<file path="config.mk">
export PLATFORM = sky130hd
export DESIGN_NAME = fact_master_flat
export DESIGN_NICKNAME = d
export VERILOG_FILES = /design/src/rtl/fact_pkg.sv /design/src/rtl/fact_master_if.sv /design/src/rtl/fact_poll_timer.sv /design/src/rtl/fact_master.sv /design/src/flat_wrapper.sv
export SDC_FILE = /design/constraint.sdc
export NUM_CORES = 1
export LEC_CHECK = 0
export ABC_AREA = 0
export CAP_MARGIN = 10
export CORE_AREA = 2 2 86 88
export CTS_CLUSTER_DIAMETER = 80
export CTS_CLUSTER_SIZE = 25
export DETAILED_ROUTE_END_ITERATION = 8
export DIE_AREA = 0 0 88 90
export PLACE_DENSITY = 0.8
export RECOVER_POWER = 50
export SYNTH_ARGS = -nofsm -noshare
export SYNTH_HDL_FRONTEND = slang
export SYNTH_SLANG_ARGS = --single-unit
</file>
<file path="constraint.sdc">
create_clock -name clk -period 2.3 [get_ports clk]
set_input_delay 0.46 -clock clk [delete_from_list [all_inputs] [get_ports clk]]
set_output_delay 0.46 -clock clk [all_outputs]
set_load 0.03 [all_outputs]
</file>
<file path="src/rtl/fact_pkg.sv">
// Shared definitions for the factorial bus master: register map, status bits, FSM states.
package fact_pkg;

  localparam logic [1:0] FACT_A_N      = 2'd0;
  localparam logic [1:0] FACT_A_GO     = 2'd1;
  localparam logic [1:0] FACT_A_STATUS = 2'd2;
  localparam logic [1:0] FACT_A_RESULT = 2'd3;

  localparam int unsigned DONE_BIT = 0;
  localparam int unsigned ERR_BIT  = 1;

  typedef enum logic [2:0] {
    IDLE,
    WR_N,
    WR_GO,
    WAIT,
    POLL,
    RD_RES,
    RESP
  } fact_state_e;

endpackage

</file>
<file path="src/rtl/fact_master_if.sv">
// Host request/response channels plus the register bus towards the factorial peripheral.
interface fact_master_if;

  logic        req_valid;
  logic        req_ready;
  logic [3:0]  req_n;
  logic        resp_valid;
  logic        resp_ready;
  logic [31:0] resp_result;
  logic        resp_err;
  logic        resp_timeout;
  logic        busy;
  logic [1:0]  bus_a;
  logic        bus_we;
  logic [3:0]  bus_wd;
  logic [31:0] bus_rd;

  modport master (
    input  req_valid, req_n, resp_ready, bus_rd,
    output req_ready, resp_valid, resp_result, resp_err, resp_timeout,
           busy, bus_a, bus_we, bus_wd
  );

  modport slave (
    output req_valid, req_n, resp_ready, bus_rd,
    input  req_ready, resp_valid, resp_result, resp_err, resp_timeout,
           busy, bus_a, bus_we, bus_wd
  );

endinterface

</file>
<file path="src/rtl/fact_poll_timer.sv">
// Settle/poll-gap down-counter and job timeout up-counter for fact_master.
module fact_poll_timer #(
  parameter int unsigned TIMEOUT_CYC = 1024
) (
  input  logic        clk,
  input  logic        rst_n,
  input  logic        wait_load,
  input  logic [15:0] wait_val,
  input  logic        wait_dec,
  input  logic        tmo_clr,
  input  logic        tmo_inc,
  output logic        wait_last,
  output logic        tmo_expired
);

  localparam int unsigned TW = $clog2(TIMEOUT_CYC + 1);

  logic [15:0]   wait_cnt_q, wait_cnt_d;
  logic [TW-1:0] tmo_cnt_q, tmo_cnt_d;

  // wait_last: the current wait cycle is the final one of the loaded count
  assign wait_last   = (wait_cnt_q <= 16'd1);
  assign tmo_expired = (tmo_cnt_q == TW'(TIMEOUT_CYC - 1));

  // Next-count logic for both counters
  always_comb begin
    wait_cnt_d = wait_cnt_q;
    tmo_cnt_d  = tmo_cnt_q;
    if (wait_load) begin
      wait_cnt_d = wait_val;
    end else if (wait_dec && (wait_cnt_q != 16'd0)) begin
      wait_cnt_d = wait_cnt_q - 16'd1;
    end
    if (tmo_clr) begin
      tmo_cnt_d = '0;
    end else if (tmo_inc && !tmo_expired) begin
      tmo_cnt_d = tmo_cnt_q + TW'(1);
    end
  end

  // Counter registers
  always_ff @(posedge clk or negedge rst_n) begin
    if (!rst_n) begin
      wait_cnt_q <= '0;
      tmo_cnt_q  <= '0;
    end else begin
      wait_cnt_q <= wait_cnt_d;
      tmo_cnt_q  <= tmo_cnt_d;
    end
  end

endmodule

</file>
<file path="src/rtl/fact_master.sv">
// Bus initiator for the factorial peripheral: write N, write GO, poll STATUS, read RESULT.
module fact_master
  import fact_pkg::*;
#(
  parameter int unsigned POLL_GAP    = 2,
  parameter int unsigned SETTLE      = 2,
  parameter int unsigned TIMEOUT_CYC = 1024
) (
  input  logic          clk,
  input  logic          rst_n,
  fact_master_if.master m
);

  fact_state_e state_q, state_d;
  logic [3:0]  n_q, n_d;
  logic [31:0] resp_result_q, resp_result_d;
  logic        resp_err_q, resp_err_d;
  logic        resp_timeout_q, resp_timeout_d;
  logic        resp_valid_q, resp_valid_d;
  logic        req_ready_q, req_ready_d;
  logic        busy_q, busy_d;
  logic [1:0]  bus_a_q, bus_a_d;
  logic        bus_we_q, bus_we_d;
  logic [3:0]  bus_wd_q, bus_wd_d;

  logic        wait_load, wait_dec, tmo_clr, tmo_inc;
  logic [15:0] wait_val;
  logic        wait_last, tmo_expired;

  fact_poll_timer #(.TIMEOUT_CYC(TIMEOUT_CYC)) u_timer (
    .clk        (clk),
    .rst_n      (rst_n),
    .wait_load  (wait_load),
    .wait_val   (wait_val),
    .wait_dec   (wait_dec),
    .tmo_clr    (tmo_clr),
    .tmo_inc    (tmo_inc),
    .wait_last  (wait_last),
    .tmo_expired(tmo_expired)
  );

  // Next state, response capture, and registered outputs decoded from the next state
  // so each output register lines up with the state it belongs to.
  always_comb begin
    state_d        = state_q;
    n_d            = n_q;
    resp_result_d  = resp_result_q;
    resp_err_d     = resp_err_q;
    resp_timeout_d = resp_timeout_q;
    wait_load      = 1'b0;
    wait_val       = '0;
    wait_dec       = 1'b0;
    tmo_clr        = 1'b0;
    tmo_inc        = 1'b0;

    case (state_q)
      IDLE: begin
        if (m.req_valid) begin
          n_d     = m.req_n;
          state_d = WR_N;
        end
      end
      WR_N: state_d = WR_GO;
      WR_GO: begin
        tmo_clr   = 1'b1;
        wait_load = 1'b1;
        wait_val  = 16'(SETTLE);
        state_d   = WAIT;
      end
      WAIT: begin
        tmo_inc  = 1'b1;
        wait_dec = 1'b1;
        if (tmo_expired) begin
          resp_result_d  = '0;
          resp_err_d     = 1'b0;
          resp_timeout_d = 1'b1;
          state_d        = RESP;
        end else if (wait_last) begin
          state_d = POLL;
        end
      end
      POLL: begin
        tmo_inc = 1'b1;
        // A done/err observation beats a timeout expiring in the same cycle
        if (m.bus_rd[ERR_BIT]) begin
          resp_result_d  = '0;
          resp_err_d     = 1'b1;
          resp_timeout_d = 1'b0;
          state_d        = RESP;
        end else if (m.bus_rd[DONE_BIT]) begin
          state_d = RD_RES;
        end else if (tmo_expired) begin
          resp_result_d  = '0;
          resp_err_d     = 1'b0;
          resp_timeout_d = 1'b1;
          state_d        = RESP;
        end else if (POLL_GAP != 0) begin
          wait_load = 1'b1;
          wait_val  = 16'(POLL_GAP);
          state_d   = WAIT;
        end
      end
      RD_RES: begin
        resp_result_d  = m.bus_rd;
        resp_err_d     = 1'b0;
        resp_timeout_d = 1'b0;
        state_d        = RESP;
      end
      RESP: begin
        if (m.resp_ready) begin
          resp_result_d  = '0;
          resp_err_d     = 1'b0;
          resp_timeout_d = 1'b0;
          state_d        = IDLE;
        end
      end
      default: state_d = IDLE;
    endcase

    req_ready_d  = (state_d == IDLE);
    busy_d       = (state_d != IDLE);
    resp_valid_d = (state_d == RESP);
    bus_we_d     = (state_d == WR_N) || (state_d == WR_GO);
    case (state_d)
      WR_N:    begin bus_a_d = FACT_A_N;      bus_wd_d = n_d;     end
      WR_GO:   begin bus_a_d = FACT_A_GO;     bus_wd_d = 4'b0001; end
      POLL:    begin bus_a_d = FACT_A_STATUS; bus_wd_d = '0;      end
      RD_RES:  begin bus_a_d = FACT_A_RESULT; bus_wd_d = '0;      end
      default: begin bus_a_d = '0;            bus_wd_d = '0;      end
    endcase
  end

  // State and output registers
  always_ff @(posedge clk or negedge rst_n) begin
    if (!rst_n) begin
      state_q        <= IDLE;
      n_q            <= '0;
      resp_result_q  <= '0;
      resp_err_q     <= 1'b0;
      resp_timeout_q <= 1'b0;
      resp_valid_q   <= 1'b0;
      req_ready_q    <= 1'b1;
      busy_q         <= 1'b0;
      bus_a_q        <= '0;
      bus_we_q       <= 1'b0;
      bus_wd_q       <= '0;
    end else begin
      state_q        <= state_d;
      n_q            <= n_d;
      resp_result_q  <= resp_result_d;
      resp_err_q     <= resp_err_d;
      resp_timeout_q <= resp_timeout_d;
      resp_valid_q   <= resp_valid_d;
      req_ready_q    <= req_ready_d;
      busy_q         <= busy_d;
      bus_a_q        <= bus_a_d;
      bus_we_q       <= bus_we_d;
      bus_wd_q       <= bus_wd_d;
    end
  end

  assign m.req_ready    = req_ready_q;
  assign m.busy         = busy_q;
  assign m.resp_valid   = resp_valid_q;
  assign m.resp_result  = resp_result_q;
  assign m.resp_err     = resp_err_q;
  assign m.resp_timeout = resp_timeout_q;
  assign m.bus_a        = bus_a_q;
  assign m.bus_we       = bus_we_q;
  assign m.bus_wd       = bus_wd_q;

endmodule

</file>
<file path="src/flat_wrapper.sv">
// flat-port wrapper written by rule: the top's interface ports become plain ports
module fact_master_flat import fact_pkg::*;
#(
  parameter int unsigned POLL_GAP    = 2,
  parameter int unsigned SETTLE      = 2,
  parameter int unsigned TIMEOUT_CYC = 1024
)
  (clk, rst_n, m_req_valid, m_req_n, m_resp_ready, m_bus_rd, m_req_ready, m_resp_valid, m_resp_result, m_resp_err, m_resp_timeout, m_busy, m_bus_a, m_bus_we, m_bus_wd);
  fact_master_if m_i ();
  input  logic clk;
  input  logic rst_n;
  input wire logic [$bits(m_i.req_valid)-1:0] m_req_valid;
  input wire logic [$bits(m_i.req_n)-1:0] m_req_n;
  input wire logic [$bits(m_i.resp_ready)-1:0] m_resp_ready;
  input wire logic [$bits(m_i.bus_rd)-1:0] m_bus_rd;
  output wire logic [$bits(m_i.req_ready)-1:0] m_req_ready;
  output wire logic [$bits(m_i.resp_valid)-1:0] m_resp_valid;
  output wire logic [$bits(m_i.resp_result)-1:0] m_resp_result;
  output wire logic [$bits(m_i.resp_err)-1:0] m_resp_err;
  output wire logic [$bits(m_i.resp_timeout)-1:0] m_resp_timeout;
  output wire logic [$bits(m_i.busy)-1:0] m_busy;
  output wire logic [$bits(m_i.bus_a)-1:0] m_bus_a;
  output wire logic [$bits(m_i.bus_we)-1:0] m_bus_we;
  output wire logic [$bits(m_i.bus_wd)-1:0] m_bus_wd;
  assign m_i.req_valid = m_req_valid;
  assign m_i.req_n = m_req_n;
  assign m_i.resp_ready = m_resp_ready;
  assign m_i.bus_rd = m_bus_rd;
  assign m_req_ready = m_i.req_ready;
  assign m_resp_valid = m_i.resp_valid;
  assign m_resp_result = m_i.resp_result;
  assign m_resp_err = m_i.resp_err;
  assign m_resp_timeout = m_i.resp_timeout;
  assign m_busy = m_i.busy;
  assign m_bus_a = m_i.bus_a;
  assign m_bus_we = m_i.bus_we;
  assign m_bus_wd = m_i.bus_wd;
  fact_master #(.POLL_GAP(POLL_GAP), .SETTLE(SETTLE), .TIMEOUT_CYC(TIMEOUT_CYC)) u_core (.clk(clk), .rst_n(rst_n), .m(m_i));
endmodule
</file>
Word-level counts from Yosys, hierarchy flattened
Cells that the tools add are included.
{ "totals": {"regBits": 78, "in_bits": 40, "wordCells": 84, "out_inout_bits": 44} }
{ "classes": {"magnitude_cmp": 1, "n_eq_ne": 14, "addsub": 2, "n_reduce_logical": 13, "n_mux": 41} }
{ "op_table": {"columns": ["cell", "n"], "rows": [
  ["$mux W32", 4],
  ["$pmux W32 S4", 1],
  ["$mux W16", 4],
  ["$pmux W16 S2", 1],
  ["$mux W11", 2],
  ["$mux W3", 7],
  ["$pmux W3 S7", 1],
  ["$eq A3 B3 Y1 const B", 6],
  ["$le A16 B1 Y1 const B", 1],
  ["$reduce_bool A16 Y1", 1],
  ["$sub A16 B1 Y16 const B", 1],
  ["$mux W1", 13],
  ["$add A11 B1 Y11 const B", 1],
  ["$eq A11 B10 Y1 const B", 1],
  ["$eq A3 B2 Y1 const B", 3],
  ["$mux W4", 2],
  ["$pmux W1 S4", 2],
  ["$pmux W4 S2", 1],
  ["$eq A3 B1 Y1 const B", 2],
  ["$logic_not A3 Y1", 2],
  ["$pmux W2 S3", 1],
  ["$reduce_bool A2 Y1", 2],
  ["$reduce_bool A4 Y1", 1],
  ["$ne A3 B3 Y1 const B", 1],
  ["9 further kinds", 10]
]} }

Depth between registers and ports, before layout
Gate-level depths: netlist of the first run.
{ "depth": {"ltp_word": 7, "ltp_mapped": 8, "depth_no_buf": 7} }

By module
From an unflattened synthesis of the first run, not the netlist that was laid out.
{ "unflattened": {"hier_cells": 343, "area_unflattened_um2": 3608.5} }
{ "by_module_without_submodules": {"columns": ["module", "n_inst", "seq_area_each_um2", "cells_per_inst", "area_per_inst_um2"], "rows": [
  ["fact_master", 1, 1177.4, 150, 1911.8],
  ["fact_poll_timer", 1, 675.6, 193, 1696.6]
]} }

Least setup slack after synthesis of the first run
OpenSTA, ideal clock, no wires.
{ "synth_path": {"kind": "reg2reg", "from": "reg u_core.u_timer.tmo_cnt_q[0]", "to": "reg u_core.busy_q (netlist: u_core.m.busy)", "t_arrival_ns": 1.893, "synth_period_minus_slack_ns": 2.025, "path_slack_ns": 0.275, "path_stages_with_launch": 8, "required_ns": 2.169, "setup_time_ns": 0.131, "n_path_buf": 1, "path_cell_list": "dfrtp_1 > ha_1 > nand4_1 > or3_1 > buf_2 > a22o_1 > a21o_1 > or3_1"} }
{ "synth_between": {"elab_chain_cells": 6, "elab_cells_between_ends": 7, "cone_classes": "1 x eq/ne; 5 x mux; 1 x reduce/logical"} }
{ "synth_lines": {"columns": ["item", "line_no", "text"], "rows": [
  ["start: declaration", "fact_poll_timer.sv:19", "logic [TW-1:0] tmo_cnt_q, tmo_cnt_d;"],
  ["start signal: assignment", "fact_poll_timer.sv:48", "tmo_cnt_q <= tmo_cnt_d;"],
  ["$eq A11 B10 Y1 *", "fact_poll_timer.sv:23", "assign tmo_expired = (tmo_cnt_q == TW'(TIMEOUT_CYC - 1));"],
  ["$mux W3", "fact_master.sv:92", "end else if (tmo_expired) begin"],
  ["$mux W3", "fact_master.sv:90", "end else if (m.bus_rd[DONE_BIT]) begin"],
  ["$mux W3", "fact_master.sv:85", "if (m.bus_rd[ERR_BIT]) begin"],
  ["$pmux W3 S7 *", "fact_master.sv:56", "case (state_q)"],
  ["net u_core.state_d[0]", "fact_master.sv:14", "fact_state_e state_q, state_d;"],
  ["$reduce_bool A3 Y1 *", "fact_master.sv:121", "busy_d = (state_d != IDLE);"],
  ["net u_core.busy_d", "fact_master.sv:21", "logic busy_q, busy_d;"],
  ["end signal: assignment", "fact_master.sv:155", "busy_q <= busy_d;"],
  ["end: declaration", "fact_master.sv:21", null]
]} }
The timed path passes the listed nets; every way through them passes the cells marked *.
A chain may end at the register's enable or synchronous reset.

Worst setup path after layout of the first run
Ends and elaborated chain as after synthesis.

==> out/qor.yml, run 1 <==
power:
  power.leakage_uw: 0.00206
  power.density_mw_per_mm2: 1450
  ir_drop_uv: 661
setup_path:
  critPathSlowestCell: "or3_4"
  crit_path_max_fanout: 6
  crit_type: "reg2reg"
  cp-end-kind: "flip-flop"
  crit_path_cell_trace: "ha_1, nand4_1, or3_4, a22o_1, a21o_1, or3_1"
  cp_top_family: "simple AND/OR/NAND/NOR gates"
  slowest_delay_ps: 460
  crit_buf_inv: 0
  cp.arrival_ps: 2390
  worstPathRequired_ps: 2530
  critPathLaunchType: "flip-flop"
synth:
  ys_types: 43
  synth_ff_type: "dfrtp_1"
  synth_edf_count: 0
  ys_ff_latch: 74
  synth_fp_nets: 358
  ys.warnings.count: 0
  synth_top_cell_area_share_pct: 54.6
  syn_area_per_cell_um2: 10.6
  synth_area_leaders: "dfrtp_1 (55%), a22o_1 (8.6%), nor2_1 (4.4%)"
  ys_seq_area_share_pct: 55.4
  async_flop_share_pct: 100
  synth_top_cell_by_area: "dfrtp_1"
  synthesis.area_mm2: 0.00334
  synthCells: 314
global_route:
  antenna_found_initial: 0
  grt_pass1_wl_um: 13600
  grt_max_degree: 33
  gr-total-overflow: 0
  grt_pass1_vias: 2732
  grtUsageTotal_pct: 22.0
timing:
  clock_skew_ps: 9.95
  layout_min_cycle_time_ps: 2160
  max_freq_mhz: 464
  tightest_slew_ps: 1200
  slew_violations: 0
  slew_headroom_pct: 19.7
  final.setup.tns_ps: 0
  hold_ws_ps: 335
  rsz0062_at_grt: "false"
  finalSetupViolCount: 0
  fin_crit_sh_pct: 93.7
  worst_slack_ps: 144
  hold_viol: 0
die:
  rows: 31
  io_pins: 84
  start_util_pct: 47.6
  die_x_um: 88
  fp.dieArea_mm2: 0.00792
  core_mm2: 0.00702
  die_y_um: 90
cts:
  cts_hold_buf: 0
  cts-root-buf: "clkbuf_8"
  clkLatencyLatePin_ps: 350
  cts_buffers: 9
  htreeDepth: 3
  clk_pin_slew_worst_paths_ps: 80
  clk_path_buf_depth: 2
  cts_tree: "yes"
  clkSinkCount: 74
status:
  status: "finished clean"
placed_design:
  place_ws_ps: 131
  place.gp.congestion: 0.924
  io_buffers: 83
  place_hpwl_um: 5680
final_layout:
  drive_gt1_share_pct: 9.07
  multiInputGateArea_mm2: 0.00141
  area_growth_pct: 36.8
  register_area_mm2: 0.00185
  final_common_cell: "dfrtp_1"
  layout.nets: 448
  mostFrequentLayoutCells: "dfrtp_1 (73), clkdlybuf4s50_1 (70), nor2_1 (38)"
  fillCellCount: 543
  antenna_cells: 0
detailed_routing:
  first_pass_iters: 4
  drt_iter0_drc: 147
  drc_errors: 0
  antenna_left: 0
  vias: 2787
  wl_per_cell_um: 16.0
  vias_per_cell: 5.50
  drt-total-wl_um: 8120
min_path:
  hold_path.class: "in2async"
run:
  maxCapViolCount: 0
cells by family (layout without fill, tap and decap cells):
family,after synthesis,in the layout,synth area share [%]
AO/OA/AOI/OAI,67,67,15.0
XOR/XNOR,19,19,4.98
adder cells (fa/ha/maj),4,4,1.50
buffers and inverters,24,118,2.84
flip-flops,74,74,55.4
multiplexers,2,2,0.599
AND/OR/NAND/NOR,124,124,19.6
sequential cells by signal, indices dropped and copies added (netlist names):
name	cells
u_core.m.bus_we	1
u_core.m.resp_err	1
u_core.m.busy	1
u_core.m.bus_wd	4
u_core.u_timer.wait_cnt_q	16
u_core.u_timer.tmo_cnt_q	11
u_core.m.resp_valid	1
u_core.m.resp_result	32
u_core.m.req_ready	1
u_core.m.bus_a	2
u_core.state_q	3
u_core.m.resp_timeout	1
worst reg2reg max path, delay by kind of cell (launching register included):
kind / cells / cell delay (ps)
flip-flops: 1 / 400
AO/OA/AOI/OAI: 2 / 380
adder cells (fa/ha/maj): 1 / 250
AND/OR/NAND/NOR: 3 / 1000
synth_stat cells (2+ instances only):
master and number:
dfrtp_1 73, nor2_1 39, a22o_1 33, xor2_1 16
nand3_1 14, a21oi_1 13, clkbuf_1 13, nand2_1 13
nor3_1 12, nand4_1 11, inv_1 7, nand2b_1 7
nor4_1 6, o21ai_0 6, and2_1 5, buf_2 4
ha_1 4, o22ai_1 4, xnor2_1 3, a21o_1 2
mux2i_1 2, nand3b_1 2, nor3b_1 2, o21a_1 2
or2_2 2, or3_1 2
layout make-up:
type	count	area share (%)
Sequential cell	74	40.5
Multi-Input combinational cell	216	30.8
Timing Repair Buffer	96	20.2
Clock buffer	9	2.71
Tap cell	99	2.71
Clock inverter	6	2.55
Inverter	7	0.575
repair_timing:
action,CTS,global route
setup endpoints to repair,0,27
setup buffers,0,0
gates resized for setup,0,1
per-layer routing:
metal  wire, um  GRT usage, %  vias up
li1           -             -     1313
met1       3590          29.9     1368
met2       4030          33.9       87
met3        321          3.31       19
met4        172          11.2        0
met5          0             0        -
final timing paths:
| path | from | to | slack [ps] | cells past startpoint |
|---|---|---|---|---|
| worst min-delay path | rst_n | u_core.state_q[0] | 330 | 1 |
| worst max register to register | u_core.u_timer.tmo_cnt_q[0] | u_core.m.busy | 140 | 6 |
| max in group asynchronous | rst_n | u_core.u_timer.wait_cnt_q[2] | 620 | 2 |
| worst max-delay path | u_core.u_timer.tmo_cnt_q[0] | u_core.m.busy | 140 | 6 |
| min in group clk | u_core.u_timer.tmo_cnt_q[10] | u_core.u_timer.tmo_cnt_q[10] | 500 | 1 |
| worst min register to register | u_core.u_timer.tmo_cnt_q[10] | u_core.u_timer.tmo_cnt_q[10] | 500 | 1 |
report_power, final:
group / leakage, uW / total [uW] / internal, uW / switching [uW]
clock network: 0.000119 / 1220 / 720 / 497
logic: 0.000956 / 3230 / 1360 / 1870
registers: 0.000982 / 2190 / 1780 / 407
metrics by stage:
stage                     util [%]  std cells  area, um^2  power (uW)
after global routing          65.1        507        4570        7040
after detailed placement      62.2        492        4370        5460
after global placement        62.2        492        4370        5380
final                         65.1        507        4570        6640
after floorplan                  -        314        3340        4210
after CTS                     65.6        507        4610        6700
Note: power is estimated with default switching activity, not from simulation.
==> run 2, diff against run 1 <==
CORE_AREA = 2 2 81 83   (was 2 2 86 88)
DIE_AREA = 0 0 83 85   (was 0 0 88 90)
DONT_BUFFER_PORTS = 1   (was default)
PLACE_DENSITY = 0.72   (was 0.8)
==> out/qor.yml, run 2 (same netlist as run 1, synthesis figures left out) <==
status:
  status: "finished clean"
cts:
  htreeDepth: 3
  clkLatencyLatePin_ps: 360
  cts_resized: 0
  cts_buffers: 9
  clk_pin_slew_worst_paths_ps: 80
  cts_setup_buffers: 0
  cts_tree: "yes"
  clk_path_buf_depth: 2
  cts-root-buf: "clkbuf_8"
  clkSinkCount: 74
min_path:
  hold_path.class: "in2reg"
global_route:
  gr-total-overflow: 0
  grtUsageTotal_pct: 21.1
  grt_pass1_vias: 2395
  grt_pass1_wl_um: 11700
  grt_max_degree: 75
  antenna_found_initial: 0
placed_design:
  io_buffers: 0
  place_hpwl_um: 4830
  place.gp.congestion: 0.886
  place_ws_ps: 200
detailed_routing:
  vias_per_cell: 6.07
  drc_errors: 0
  vias: 2471
  antenna_left: 0
  first_pass_iters: 4
  wl_per_cell_um: 17.4
  drt-total-wl_um: 7100
  drt_iter0_drc: 158
final_layout:
  mostFrequentLayoutCells: "dfrtp_1 (73), nor2_1 (38), a22o_1 (33)"
  layout.nets: 369
  area_growth_pct: 11.3
  antenna_cells: 0
  fillCellCount: 496
  drive_gt1_share_pct: 12.1
  register_area_mm2: 0.00185
  multiInputGateArea_mm2: 0.00140
  final_common_cell: "dfrtp_1"
  largest_reg_flops: 32
timing:
  tightest_slew_ps: 928
  max_freq_mhz: 463
  hold_ws_ps: 224
  final.setup.tns_ps: 0
  hold_viol: 0
  clock_skew_ps: 9.27
  rsz0062_at_grt: "false"
  slew_headroom_pct: 38.1
  layout_min_cycle_time_ps: 2160
  worst_slack_ps: 139
  finalSetupViolCount: 0
  fin_crit_sh_pct: 94.0
  slew_violations: 0
die:
  rows: 29
  io_pins: 84
  start_util_pct: 53.9
  fp.dieArea_mm2: 0.00706
  die_x_um: 83
  die_y_um: 85
  core_mm2: 0.00620
power:
  power.leakage_uw: 0.00173
  ir_drop_uv: 1060
  power.density_mw_per_mm2: 1590
setup_path:
  worstPathRequired_ps: 2530
  critPathLaunchType: "flip-flop"
  crit_path_max_fanout: 6
  cp-end-kind: "flip-flop"
  cp.arrival_ps: 2390
  crit_type: "reg2reg"
run:
  maxCapViolCount: 0
-- run 2: changes by cell type in the layout (fill, tap and decap cells not counted), moves of 2 or more --
cell	previous run	this run
clkbuf_2	2	0
clkdlybuf4s50_1	70	0
clkinv_4	3	1
and2_0	3	0
buf_4	8	14
and2_1	2	5
dlygate4sd3_1	12	1
-- run 2: critical path: stages (launching register included) --
cell and delay [ps]:
dfrtp_1 400, ha_1 230, nand4_1 150, or3_1 480, a22o_1 250, a21o_1 180, or3_1 350
-- run 2: routing by layer --
metal  track usage [%]  share of wire (%)  wire, um  vias to the layer above
met4              8.64                1.1        78                        0
met5                 0                  0         0                        -
met1              27.5                 44      3150                     1239
li1                  -                  -         -                     1151
met3              7.39                5.5       390                        8
met2              32.5                 49      3490                       73
-- run 2: where the power goes --
part	total (uW)	internal, uW	switching [uW]	leakage (uW)
Combinational	1880	843	1040	0.000640
Sequential	2910	1770	1130	0.000982
Clock	1120	615	501	0.000107
Total	5900	3230	2670	0.00173
-- run 2: cell type report --
type	instances	area share, %
Timing Repair Buffer	17	3.40
Tap cell	77	2.59
Multi-Input combinational cell	216	37.7
Clock buffer	10	3.43
Clock inverter	6	2.42
Inverter	7	0.706
Sequential cell	74	49.8
-- run 2: timing repair --
action                                 4_1_cts  5_1_grt
endpoints found under the hold margin       74        0
setup endpoints to repair                    0        0
hold buffers                                 2        0
-- run 2: worst paths after layout --
path | startpoint | endpoint | slack, ps | cells past startpoint
worst max-delay path | u_core.u_timer.tmo_cnt_q[0] | u_core.m.busy | 140 | 6
worst min-delay path | m_bus_rd[1] | u_core.m.resp_err | 220 | 2
worst max register to register | u_core.u_timer.tmo_cnt_q[0] | u_core.m.busy | 140 | 6
worst min register to register | u_core.u_timer.tmo_cnt_q[10] | u_core.u_timer.tmo_cnt_q[10] | 510 | 1
max in group asynchronous | rst_n | u_core.u_timer.wait_cnt_q[1] | 860 | 2
min in group asynchronous | rst_n | u_core.u_timer.tmo_cnt_q[0] | 860 | 2
-- run 2: per-stage QoR --
step | utilization (%) | instance area [um^2] | instances | total power (uW)
floorplan | - | 3340 | 314 | 4210
finish | 60.0 | 3720 | 407 | 5900
global route | 60.0 | 3720 | 407 | 6270
detailed placement | 56.2 | 3490 | 389 | 4780
CTS | 60.4 | 3740 | 407 | 5930
global placement | 56.2 | 3490 | 389 | 4730
